**config.mk**
```make
export PLATFORM = sky130hd
export DESIGN_NAME = dec_ex_flat
export DESIGN_NICKNAME = d
export VERILOG_FILES = /design/src/rtl/dec_ex_if.sv /design/src/rtl/dec_ex.sv /design/src/flat_wrapper.sv
export SDC_FILE = /design/constraint.sdc
export NUM_CORES = 2
export LEC_CHECK = 0
export ABC_CLOCK_PERIOD_IN_PS = 5800
export BUFFER_PORTS_ARGS = -buffer_cell sky130_fd_sc_hd__buf_2
export CAP_MARGIN = 5
export CORE_ASPECT_RATIO = 1.1
export CORE_UTILIZATION = 43
export CTS_CLUSTER_SIZE = 20
export DETAILED_ROUTE_END_ITERATION = 6
export PLACE_DENSITY = 0.61
export SYNTH_ARGS = -nofsm -noshare
export SYNTH_HDL_FRONTEND = slang
export SYNTH_SLANG_ARGS = --single-unit
```
**constraint.sdc**
```tcl
create_clock -name clk -period 5.8 [get_ports clk]
set_clock_uncertainty 0.15 [all_clocks]
set_input_delay 0 -clock clk [delete_from_list [all_inputs] [get_ports clk]]
set_output_delay 0 -clock clk [all_outputs]
set_load 0.005 [all_outputs]
```
**src/rtl/dec_ex_if.sv**
```systemverilog
// Decode/execute stage bus: instruction fetch inputs and EX-stage results.
interface dec_ex_if;
    logic [31:0] instruction;
    logic [31:0] pc_if;
    logic [31:0] pc_plus_4_if;
    logic [31:0] ex_result;
    logic [4:0]  ex_rd;
    logic        ex_we;
    logic        branch_taken;
    logic [31:0] branch_target;
    logic        illegal;

    modport master (
        output instruction, pc_if, pc_plus_4_if,
        input  ex_result, ex_rd, ex_we, branch_taken, branch_target, illegal
    );

    modport slave (
        input  instruction, pc_if, pc_plus_4_if,
        output ex_result, ex_rd, ex_we, branch_taken, branch_target, illegal
    );
endinterface

```
**src/rtl/dec_ex.sv**
```systemverilog
// RV32I integer decode + execute stage with register file and ID/EX pipeline register.
// Optional macro DEC_EX_BYPASS_EN forwards the EX result into ID operand reads.
module dec_ex (
    input  logic     clk,
    input  logic     rst,
    dec_ex_if.slave  bus
);
    typedef enum logic [2:0] {
        K_ALU, K_LUI, K_AUIPC, K_JAL, K_JALR, K_BRANCH, K_ILLEGAL
    } kind_t;

    localparam logic [6:0] OPC_OP     = 7'h33;
    localparam logic [6:0] OPC_OP_IMM = 7'h13;
    localparam logic [6:0] OPC_LUI    = 7'h37;
    localparam logic [6:0] OPC_AUIPC  = 7'h17;
    localparam logic [6:0] OPC_JAL    = 7'h6F;
    localparam logic [6:0] OPC_JALR   = 7'h67;
    localparam logic [6:0] OPC_BRANCH = 7'h63;

    logic [31:0] rf_reg [32];

    logic [6:0]  opcode, funct7;
    logic [4:0]  rd, rs1, rs2;
    logic [2:0]  funct3;
    logic [31:0] imm_i, imm_u, imm_j, imm_b;
    logic [31:0] rs1_val, rs2_val;
    kind_t       kind;
    logic        alt, use_imm;
    logic [31:0] imm;

    logic        valid_reg;
    kind_t       kind_reg;
    logic [2:0]  funct3_reg;
    logic        alt_reg, use_imm_reg;
    logic [4:0]  rd_reg;
    logic [31:0] rs1v_reg, rs2v_reg, imm_reg, pc_reg, pc4_reg;

    logic [31:0] alu_b, alu_out;
    logic        br_cond;
    logic [31:0] ex_result, branch_target;
    logic [4:0]  ex_rd;
    logic        ex_we, branch_taken, illegal;

    assign opcode = bus.instruction[6:0];
    assign rd     = bus.instruction[11:7];
    assign funct3 = bus.instruction[14:12];
    assign rs1    = bus.instruction[19:15];
    assign rs2    = bus.instruction[24:20];
    assign funct7 = bus.instruction[31:25];

    assign imm_i = {{20{bus.instruction[31]}}, bus.instruction[31:20]};
    assign imm_u = {bus.instruction[31:12], 12'b0};
    assign imm_j = {{12{bus.instruction[31]}}, bus.instruction[19:12],
                    bus.instruction[20], bus.instruction[30:21], 1'b0};
    assign imm_b = {{20{bus.instruction[31]}}, bus.instruction[7],
                    bus.instruction[30:25], bus.instruction[11:8], 1'b0};

    // ex_we already excludes rd=x0, so a match never forwards into x0 reads.
`ifdef DEC_EX_BYPASS_EN
    assign rs1_val = (ex_we && ex_rd == rs1) ? ex_result : rf_reg[rs1];
    assign rs2_val = (ex_we && ex_rd == rs2) ? ex_result : rf_reg[rs2];
`else
    assign rs1_val = rf_reg[rs1];
    assign rs2_val = rf_reg[rs2];
`endif

    always_comb begin
        kind    = K_ILLEGAL;
        alt     = 1'b0;
        use_imm = 1'b0;
        imm     = '0;
        case (opcode)
            OPC_OP: begin
                if (funct7 == 7'h00 ||
                    (funct7 == 7'h20 && (funct3 == 3'd0 || funct3 == 3'd5))) begin
                    kind = K_ALU;
                    alt  = bus.instruction[30];
                end
            end
            OPC_OP_IMM: begin
                use_imm = 1'b1;
                imm     = imm_i;
                alt     = (funct3 == 3'd5) && bus.instruction[30];
                if ((funct3 == 3'd1 && funct7 == 7'h00) ||
                    (funct3 == 3'd5 && (funct7 == 7'h00 || funct7 == 7'h20)) ||
                    (funct3 != 3'd1 && funct3 != 3'd5))
                    kind = K_ALU;
            end
            OPC_LUI:   begin kind = K_LUI;   imm = imm_u; end
            OPC_AUIPC: begin kind = K_AUIPC; imm = imm_u; end
            OPC_JAL:   begin kind = K_JAL;   imm = imm_j; end
            OPC_JALR: begin
                imm = imm_i;
                if (funct3 == 3'd0) kind = K_JALR;
            end
            OPC_BRANCH: begin
                imm = imm_b;
                if (funct3 != 3'd2 && funct3 != 3'd3) kind = K_BRANCH;
            end
            default: ;
        endcase
    end

    // A taken branch/jump in EX squashes the instruction being decoded now.
    always_ff @(posedge clk or negedge rst) begin
        if (!rst) begin
            valid_reg   <= 1'b0;
            kind_reg    <= K_ALU;
            funct3_reg  <= '0;
            alt_reg     <= 1'b0;
            use_imm_reg <= 1'b0;
            rd_reg      <= '0;
            rs1v_reg    <= '0;
            rs2v_reg    <= '0;
            imm_reg     <= '0;
            pc_reg      <= '0;
            pc4_reg     <= '0;
        end else begin
            valid_reg   <= !branch_taken;
            kind_reg    <= kind;
            funct3_reg  <= funct3;
            alt_reg     <= alt;
            use_imm_reg <= use_imm;
            rd_reg      <= rd;
            rs1v_reg    <= rs1_val;
            rs2v_reg    <= rs2_val;
            imm_reg     <= imm;
            pc_reg      <= bus.pc_if;
            pc4_reg     <= bus.pc_plus_4_if;
        end
    end

    always_ff @(posedge clk or negedge rst) begin
        if (!rst) begin
            for (int i = 0; i < 32; i++) rf_reg[i] <= '0;
        end else if (ex_we) begin
            rf_reg[ex_rd] <= ex_result;
        end
    end

    always_comb begin
        alu_b   = use_imm_reg ? imm_reg : rs2v_reg;
        alu_out = '0;
        case (funct3_reg)
            3'd0: alu_out = alt_reg ? rs1v_reg - alu_b : rs1v_reg + alu_b;
            3'd1: alu_out = rs1v_reg << alu_b[4:0];
            3'd2: alu_out = {31'b0, $signed(rs1v_reg) < $signed(alu_b)};
            3'd3: alu_out = {31'b0, rs1v_reg < alu_b};
            3'd4: alu_out = rs1v_reg ^ alu_b;
            3'd5: alu_out = alt_reg ? 32'($signed(rs1v_reg) >>> alu_b[4:0])
                                    : rs1v_reg >> alu_b[4:0];
            3'd6: alu_out = rs1v_reg | alu_b;
            default: alu_out = rs1v_reg & alu_b;
        endcase
    end

    always_comb begin
        case (funct3_reg)
            3'd0:    br_cond = rs1v_reg == rs2v_reg;
            3'd1:    br_cond = rs1v_reg != rs2v_reg;
            3'd4:    br_cond = $signed(rs1v_reg) <  $signed(rs2v_reg);
            3'd5:    br_cond = $signed(rs1v_reg) >= $signed(rs2v_reg);
            3'd6:    br_cond = rs1v_reg <  rs2v_reg;
            3'd7:    br_cond = rs1v_reg >= rs2v_reg;
            default: br_cond = 1'b0;
        endcase
    end

    always_comb begin
        ex_result     = '0;
        ex_rd         = '0;
        ex_we         = 1'b0;
        branch_taken  = 1'b0;
        branch_target = '0;
        illegal       = 1'b0;
        if (valid_reg) begin
            case (kind_reg)
                K_ALU:   begin ex_result = alu_out;          ex_rd = rd_reg; end
                K_LUI:   begin ex_result = imm_reg;          ex_rd = rd_reg; end
                K_AUIPC: begin ex_result = pc_reg + imm_reg; ex_rd = rd_reg; end
                K_JAL: begin
                    ex_result     = pc4_reg;
                    ex_rd         = rd_reg;
                    branch_taken  = 1'b1;
                    branch_target = pc_reg + imm_reg;
                end
                K_JALR: begin
                    ex_result     = pc4_reg;
                    ex_rd         = rd_reg;
                    branch_taken  = 1'b1;
                    branch_target = (rs1v_reg + imm_reg) & ~32'd1;
                end
                K_BRANCH: begin
                    branch_taken  = br_cond;
                    branch_target = pc_reg + imm_reg;
                end
                default: illegal = 1'b1;
            endcase
            ex_we = (kind_reg != K_BRANCH) && (kind_reg != K_ILLEGAL) && (rd_reg != 5'd0);
        end
    end

    assign bus.ex_result     = ex_result;
    assign bus.ex_rd         = ex_rd;
    assign bus.ex_we         = ex_we;
    assign bus.branch_taken  = branch_taken;
    assign bus.branch_target = branch_target;
    assign bus.illegal       = illegal;
endmodule

```
**src/flat_wrapper.sv**
```systemverilog
// flat-port wrapper written by rule: the top's interface ports become plain ports
module dec_ex_flat 
  (clk, rst, bus_instruction, bus_pc_if, bus_pc_plus_4_if, bus_ex_result, bus_ex_rd, bus_ex_we, bus_branch_taken, bus_branch_target, bus_illegal);
  dec_ex_if bus_i ();
  input  logic clk;
  input  logic rst;
  input wire logic [$bits(bus_i.instruction)-1:0] bus_instruction;
  input wire logic [$bits(bus_i.pc_if)-1:0] bus_pc_if;
  input wire logic [$bits(bus_i.pc_plus_4_if)-1:0] bus_pc_plus_4_if;
  output wire logic [$bits(bus_i.ex_result)-1:0] bus_ex_result;
  output wire logic [$bits(bus_i.ex_rd)-1:0] bus_ex_rd;
  output wire logic [$bits(bus_i.ex_we)-1:0] bus_ex_we;
  output wire logic [$bits(bus_i.branch_taken)-1:0] bus_branch_taken;
  output wire logic [$bits(bus_i.branch_target)-1:0] bus_branch_target;
  output wire logic [$bits(bus_i.illegal)-1:0] bus_illegal;
  assign bus_i.instruction = bus_instruction;
  assign bus_i.pc_if = bus_pc_if;
  assign bus_i.pc_plus_4_if = bus_pc_plus_4_if;
  assign bus_ex_result = bus_i.ex_result;
  assign bus_ex_rd = bus_i.ex_rd;
  assign bus_ex_we = bus_i.ex_we;
  assign bus_branch_taken = bus_i.branch_taken;
  assign bus_branch_target = bus_i.branch_target;
  assign bus_illegal = bus_i.illegal;
  dec_ex u_core (.clk(clk), .rst(rst), .bus(bus_i));
endmodule
```
==> run metrics <==
Die H=432 microns; area grow syn2layout=15.7%; r2r worst-path depth=16; CTS tree=done; Synth top area share=0.416; PD cells=238 mW/mm^2; Logic pwr share=0.109; initial core utilization=0.433; Post-synth EDFFs=0; Final setup viols=1; Synth Instances=6747; Worst Setup Start Kind=register; Design Area, Final=0.0835 sq mm; crit path time final=5810 ps; Synth Net Count=7055; Max Cap Violations=0; Top Ports=170; Slew @ Worst Pin=1270 ps; Fin. Hold Viols=0; switching share of power=0.265; internal cell power=14.6 mW; crit path capture=bus_ex_result[31]; WL/cell=31.8 microns; HPWL reported at the end of detailed placement=198000 microns; Root Buffer Master=clkbuf_16; sequential share of power=0.437; Post-Syn Area=0.0721 sq mm; R2R Path End=u_core.rf_reg[820]; GRT Total Usage=0.350; cell count after placement=8849; Non-Filler Instances=9308; setup slack after layout=-10.8 ps; largest net degree at the start of global routing=143; failing checks=setup timing; clock latency on the worst-skew pair=830 ps; CTS buffer count=134; clock tree buffer depth=3; final worst-path cycle share=1.00; Post-Syn Area per Cell=10.7 sq um; DR vias=59700; CTS H-tree depth=4; Critical Path Start=u_core.imm_reg[5]; relative slew slack=0.150; synth top area cells=dfrtp_1 42%, mux4_2 21%, o21ai_0 5.3%, nand2_1 4.7%, ha_1 3.6%; dominant cell type by area after synthesis=dfrtp_1; Routability Congestion=1.04; Final Max Slew Viols=0; initial antenna violation count=13; via/cell ratio=6.42; total wire length=296000 microns; CP endpoint kind=output pin; global-route wire length before repair=424000 microns; CP Class=reg2out; setup slack, reg-to-reg=600 ps; # DRC=0; CTS Sinks=1198; Post-DP Area=0.0766 sq mm; clock network fraction of design power=0.454; Critical R2R Launch=u_core.imm_reg[12]; Layout Nets=7278; number of filler cells placed in the layout=15000; Psw=5.28 mW; largest fanout on the critical path=16; most frequent cells in the layout=1194 x dfrtp_1, 877 x nand2_1, 770 x o21ai_0; synthesis-stage register bit count=1198; max reg flops=1024; layout cells sized above 1=0.229; Core Box Area=0.167 sq mm; most common cell after layout, fill and taps aside=dfrtp_1; leak pwr=36.4 nW; Unique masters post-synth=85; Crit path required time=5650 ps; Worst Min Path Start=bus_instruction[2]; setup TNS=-10.8 ps; initial drt markers=7145; Post-synth ARST share=1.00; number of global-route vias before repair=59100; aggregate global routing overflow=0; Top FF cell, synth=dfrtp_1; Fmax=0.172 GHz; status=finished, violations left; die area=0.169 sq mm; CTS clock-pin slew for the worst setup and hold paths=70 ps; peak supply drop=0.000317 V; Buffers on Ports=169; DR pass1 iterations=6; # rows=157; Syn. warnings=0; die extent in x=393 microns; Hold WC Path Type=in2reg; antenna violation net count after detailed routing=0; WP data arrival=5660 ps; Seq/Total Area, Yosys=0.416
[synth_stat cells (all sizes together), types with 13 or more instances]
cell / count
clkbuf: 472
o21bai: 22
nand2: 898
o31ai: 19
o21ai: 780
mux2i: 98
a31oi: 92
or2: 13
and2: 47
nor3: 54
a22o: 21
mux2: 143
o221ai: 19
buf: 106
nand4: 23
nand2b: 32
dfrtp: 1198
and3: 36
a221oi: 17
nor2: 509
a21o: 69
o211ai: 42
o22ai: 29
nand3: 67
a22oi: 30
a21oi: 463
xnor2: 53
ha: 206
xor2: 40
nor4: 19
a211oi: 40
o21a: 36
inv: 171
nor2b: 38
mux4: 671
[through the flow]
| stage | util | setup slack [ps] | hold WS (ps) | power [mW] |
|---|---|---|---|---|
| 2_1_floorplan | - | 554 | -446 | 9.92 |
| 4_1_cts | 0.500 | -117 | 1.04 | 20.0 |
| 5_1_grt | 0.501 | -9.51 | 59.2 | 20.4 |
| 3_3_place_gp | 0.460 | 327 | -180 | 10.8 |
| 6_report | 0.501 | -10.8 | 55.4 | 19.9 |
| 3_5_place_dp | 0.460 | 320 | -180 | 10.8 |
[layer usage]
metal  share of wire  GRT usage
met5         0.00016          0
met4           0.070      0.215
met3           0.094     0.0804
met2            0.45      0.530
met1            0.39      0.455
[cells by family after synthesis]
| logic type | count (synthesis) | synth area share |
|---|---|---|
| and+or+nand+nor | 1776 | 0.104 |
| DFF | 1198 | 0.416 |
| adders and majority gates | 210 | 0.0368 |
| AOI/OAI and AO/OA | 1806 | 0.147 |
| buffers and inverters | 752 | 0.0400 |
| muxes | 912 | 0.246 |
| xor gates and xnor gates | 93 | 0.0113 |
[critical path, stage by stage (launching register included)]
cell and delay (ps):
dfrtp_1 780, nand2_1 170, o21a_1 180, ha_1 400, or3_1 400, a311o_1 360
o211ai_1 220, buf_4 220, o211a_1 260, nand4b_1 140, a311o_1 340, nand3_1 130
mux2i_2 370, a2111oi_4 80, buf_4 210, buf_12 160, nor2_1 220, buf_2 180
[layout make-up]
type | count | area, sq um | area share
inverter | 174 | 656 | 0.00785
clock inverter | 52 | 738 | 0.00884
timing repair buffer | 665 | 5580 | 0.0668
clock buffer | 189 | 3910 | 0.0468
sequential | 1198 | 30000 | 0.359
antenna | 7 | 17.5 | 0.000210
multi-input combinational | 4797 | 39800 | 0.477
tap | 2226 | 2790 | 0.0334
[power groups by stage]
stage / Sequential (mW) / Clock (mW) / Combinational [mW]
finish: 8.69 / 9.04 / 2.17
global route: 8.70 / 9.46 / 2.29
CTS: 8.68 / 9.15 / 2.13
detailed placement: 8.83 / 0 / 2.01
global placement: 8.82 / 0 / 2.00
floorplan: 8.76 / 0 / 1.16
[what timing repair did]
item / 4_1_cts / 5_1_grt
gates cloned: 2 / 1
hold buffers: 194 / 0
setup endpoints to repair: 10 / 9
setup buffers: 9 / 5
pin swaps: 4 / 4
gates resized for setup: 8 / 12
endpoints found under the hold margin: 1330 / 0
[how the worst min path moves through the flow]
stage / end / slack [ps] / depth (start not counted)
2_1_floorplan: u_core.alt_reg / -450 / 0
3_3_place_gp: u_core.rf_reg[1019] / -180 / 1
3_5_place_dp: u_core.rf_reg[1019] / -180 / 1
4_1_cts: u_core.kind_reg[1] / 1 / 5
5_1_grt: u_core.kind_reg[1] / 60 / 5
6_report: u_core.kind_reg[2] / 60 / 5
No activity file was read; power rests on OpenSTA's default activity.
